--- src/rtl/uart_rx_fifo.sv ---
// Receive byte FIFO between the UART receiver and the CPU register block.
// Status flags come from an occupancy count; the head byte reads 8'h00 when empty.
module uart_rx_fifo #(
    parameter int unsigned DEPTH_LOG2 = 4
) (
    input  logic                  clk,
    input  logic                  rst,
    input  logic                  rx_data_ready,
    input  logic [7:0]            rx_data,
    input  logic                  pop,
    input  logic                  clr_ovf,
    output logic [7:0]            dout,
    output logic                  rx_ready,
    output logic                  rx_half,
    output logic                  rx_full,
    output logic                  rx_overflow,
    output logic [DEPTH_LOG2:0]   rx_count
);

    localparam int unsigned DEPTH = 1 << DEPTH_LOG2;
    localparam int unsigned CW    = DEPTH_LOG2 + 1;

    logic [7:0]            mem [DEPTH];
    logic [DEPTH_LOG2-1:0] wp;
    logic [DEPTH_LOG2-1:0] rp;
    logic [CW-1:0]         count;
    logic                  ovf;
    logic                  is_empty;
    logic                  is_full;
    logic                  do_push;
    logic                  do_pop;
    logic                  drop;

    // A pop on a full FIFO frees the slot the concurrent push needs.
    always_comb begin
        is_empty = (count == '0);
        is_full  = (count == CW'(DEPTH));
        do_pop   = pop && !is_empty;
        do_push  = rx_data_ready && (!is_full || do_pop);
        drop     = rx_data_ready && is_full && !do_pop;
    end

    always_ff @(posedge clk) begin
        if (rst) begin
            wp    <= '0;
            rp    <= '0;
            count <= '0;
        end else begin
            if (do_push) wp <= wp + DEPTH_LOG2'(1);
            if (do_pop)  rp <= rp + DEPTH_LOG2'(1);
            case ({do_push, do_pop})
                2'b10:   count <= count + CW'(1);
                2'b01:   count <= count - CW'(1);
                default: count <= count;
            endcase
        end
    end

    // Storage is deliberately not reset.
    always_ff @(posedge clk) begin
        if (!rst && do_push) mem[wp] <= rx_data;
    end

    // Sticky drop flag; a new drop outranks a concurrent clear.
    always_ff @(posedge clk) begin
        if (rst)          ovf <= 1'b0;
        else if (drop)    ovf <= 1'b1;
        else if (clr_ovf) ovf <= 1'b0;
    end

    always_comb begin
        dout        = is_empty ? 8'h00 : mem[rp];
        rx_ready    = !is_empty;
        rx_half     = (count >= CW'(DEPTH / 2));
        rx_full     = is_full;
        rx_overflow = ovf;
        rx_count    = count;
    end

endmodule
--- config.mk ---
export PLATFORM = sky130hd
export DESIGN_NAME = uart_rx_fifo
export DESIGN_NICKNAME = d
export VERILOG_FILES = /design/src/rtl/uart_rx_fifo.sv
export SDC_FILE = /design/constraint.sdc
export NUM_CORES = 1
export LEC_CHECK = 0
export CORE_AREA = 2 2 113 115
export DETAILED_ROUTE_END_ITERATION = 10
export DIE_AREA = 0 0 115 117
export PLACE_DENSITY = 0.67
export SYNTH_ARGS = -nofsm -noshare
export SYNTH_HDL_FRONTEND = slang
export SYNTH_SLANG_ARGS = --single-unit
--- constraint.sdc ---
create_clock -name clk -period 4 [get_ports clk]
set_input_delay 0.6 -clock clk [delete_from_list [all_inputs] [get_ports clk]]
set_output_delay 0.6 -clock clk [all_outputs]
set_load 0.01 [all_outputs]
==> summary.txt <==
Detailed routing
  • Wirelength per Cell: 21.1 um
  • DR pass1 iterations: 4
  • Drt total wl: 11,500 um
  • Via count: 3,096
  • Routed Antenna Nets: 0
  • Via/cell ratio: 5.71
  • DRC violations left: 0
  • Initial DRC count: 308

Power and ir drop
  • Leakage dissipation: 2.33 nW
  • Pwr Density: 627 nW/um^2
  • Worst VDD drop: 356 uV

Synth
  • Cells after Synth: 333
  • Syn Std Cell Area: 6010 sq um
  • Unique masters post-synth: 47
  • Syn Nets: 353
  • Seq/Total Area, Yosys: 0.700
  • #FFs+latches synth: 146
  • Yosys Warn Count: 0
  • Syn Area/Cell: 18.0 sq um

Critical path
  • Kind of critical path: reg2out
  • Worst Setup End Kind: output port
  • Required @ worst endpoint: 3.40 ns
  • CP Max Fanout: 17
  • Crit path DAT: 2.92 ns
  • Critical Path Source Type: flop
  • R2R depth: 8

STA
  • Final setup viols: 0
  • Fin. max-slew vios: 0
  • Fmax: 284 MHz
  • Final setup TNS: 0 ns
  • Slew headroom: 0.304
  • Setup Skew: 0.0118 ns
  • Final period utilization: 0.879
  • Unrepaired setup endpoints after global routing: no
  • Period minus WS final: 3.52 ns
  • Tightest Pin Transition: 1.04 ns
  • Fin. Hold Viols: 0

Clocking
  • Clk sink count: 146
  • CTS tree: yes
  • Clock root buffer: clkbuf_16
  • CTS Buf Count: 17
  • Skew-Pair Late Insertion Delay: 0.41 ns
  • Cts hold-fix bufs: 0
  • Postcts setup bufs: 0
  • Clk slew on worst S/H paths: 0.06 ns
  • CTS H-tree lvls: 4
  • Clk buf depth: 2
  • Post-CTS Resized: 0

Global routing
  • Vias in the first global route: 3,223
  • First-pass GRT wire length: 17,700 um
  • Initial antenna violation count: 0
  • Grt ovf: 0
  • Tot GR Track Use: 0.184
  • Largest net degree at the start of global routing: 25

Cells and area
  • Post-route cell area: 7110 sq um
  • Share of cells above drive strength 1: 0.250
  • Area grow syn2layout: 18.3%
  • Ant. Diodes: 0
  • FILL cells: 911
  • Final net count: 399
  • Final core utilization: 0.577

Worst hold path
  • HP Class: reg2reg
  • Hold-critical path depth: 2

Die
  • Core area: 12,300 sq um
  • Die Wd: 115 um
  • Chip height: 117 um
  • I/O Pins: 30
  • DIE AREA: 13,500 sq um
  • Starting Density: 0.488
  • Core Rows: 41

Place
  • GP Congestion: 0.797
  • HPWL after DPL: 7120 um
  • Input/output buffers: 29
  • Placed Area: 6490 sq um

Job
  • Max_cap viols: 0

Run status
  • Outcome: finished, final reports clean
state kept, by name, summed over array words and instances, names as in the netlist, named ones only:
register	count
mem	128
rp	4
rx_count	5
rx_overflow	1
wp	4
routing by layer:
layer  track usage  part of all wire  up-vias
li1              -                 -     1416
met1         0.242              0.45     1595
met2         0.301              0.50       73
met3        0.0479             0.037       12
met4        0.0659             0.016        0
met5             0                 0        -
path summary, 6_finish.rpt:
check              start           to  slack [ns]
max                 flop      dout[0]        0.48
max reg2reg  rx_count[0]  rx_count[4]        1.60
min                rp[3]        rp[3]        0.52
min reg2reg        rp[3]        rp[3]        0.52
power breakdown:
group | internal (W) | switching [W]
combinational | 0.000551 | 0.000513
clock | 0.000984 | 0.000596
sequential | 0.00171 | 0.0000967
total | 0.00325 | 0.00121
cell type report:
class | instances | area, sq um | area share
Timing Repair Buffer | 44 | 403 | 0.0567
Clock buffer | 24 | 558 | 0.0785
Inverter | 6 | 22.5 | 0.00317
Clock inverter | 8 | 55.1 | 0.00775
Tap cell | 150 | 188 | 0.0264
Multi-Input combinational cell | 164 | 1680 | 0.236
Sequential cell | 146 | 4210 | 0.592
critical path, stage by stage, from the launching register on:
cell and delay [ns]:
dfxtp_2 0.73, mux4_2 0.58, mux2_2 0.26, o21ai_0 0.30
a21oi_1 0.10, clkdlybuf4s50_1 0.52
per-stage QoR:
step,total power [W],cells,hold WS [ns],setup WS [ns]
after floorplan,0.00255,333,0.490,1.79
after global placement,0.00290,510,0.476,0.887
after detailed placement,0.00292,510,0.489,0.892
after CTS,0.00449,542,0.517,0.420
after global routing,0.00464,542,0.544,0.303
final,0.00446,542,0.521,0.484
placed cells by master (no fill, tap or decap), types with 3 or more instances in the layout:
master           netlist  routed
edfxtp_1             128     128
nor2_1                33      33
clkdlybuf4s50_1        0      29
buf_4                  1      15
o21ai_1                5       5
ha_1                   7       7
mux2i_1               12      12
mux4_2                32      32
nand2_1                6       6
inv_1                  6       6
xor2_1                 5       5
nor2b_1                4       4
nand2b_1               3       3
o21ai_0                4       4
a21oi_1               10      10
dfxtp_1               18      17
clkbuf_16              0      22
mux2_2                10      10
inv_4                  0       3
logic make-up after synthesis:
group           after synthesis  synth area share
flops                       146             0.700
simple gates                 59            0.0483
mux                          54             0.159
compound gates               37            0.0471
buf+inv                      23            0.0214
xor+xnor                      7            0.0102
fa+ha+maj                     7            0.0146
Yosys cell counts, drive strengths merged:
library cell	instances	area, sq um
mux2i	12	120
o2111ai	1	8.76
nand2b	3	18.8
and4	1	8.76
o311a	1	10.0
ha	7	87.6
mux4	32	721
dfxtp	18	360
o211ai	3	36.3
o41ai	1	16.3
o21ai	10	53.8
nand4	1	6.26
inv	6	22.5
mux2	10	113
or4	1	11.3
buf	12	87.6
nand3	2	10.0
or2	2	12.5
a211oi	1	7.51
xnor2	2	17.5
o21a	2	22.5
nor4	1	21.3
a32oi	2	17.5
a31oi	1	6.26
and3	1	6.26
edfxtp	128	3840
a211o	1	8.76
nor2b	4	25.0
a21oi	11	58.8
nand2	6	22.5
nor2	33	124
o32ai	1	16.3
a21boi	1	11.3
nand3b	1	7.51
clkbuf	5	18.8
xor2	5	43.8
nor3	2	10.0
o31a	1	8.76
or3	1	6.26
Power figures use the tool's default switching activity.
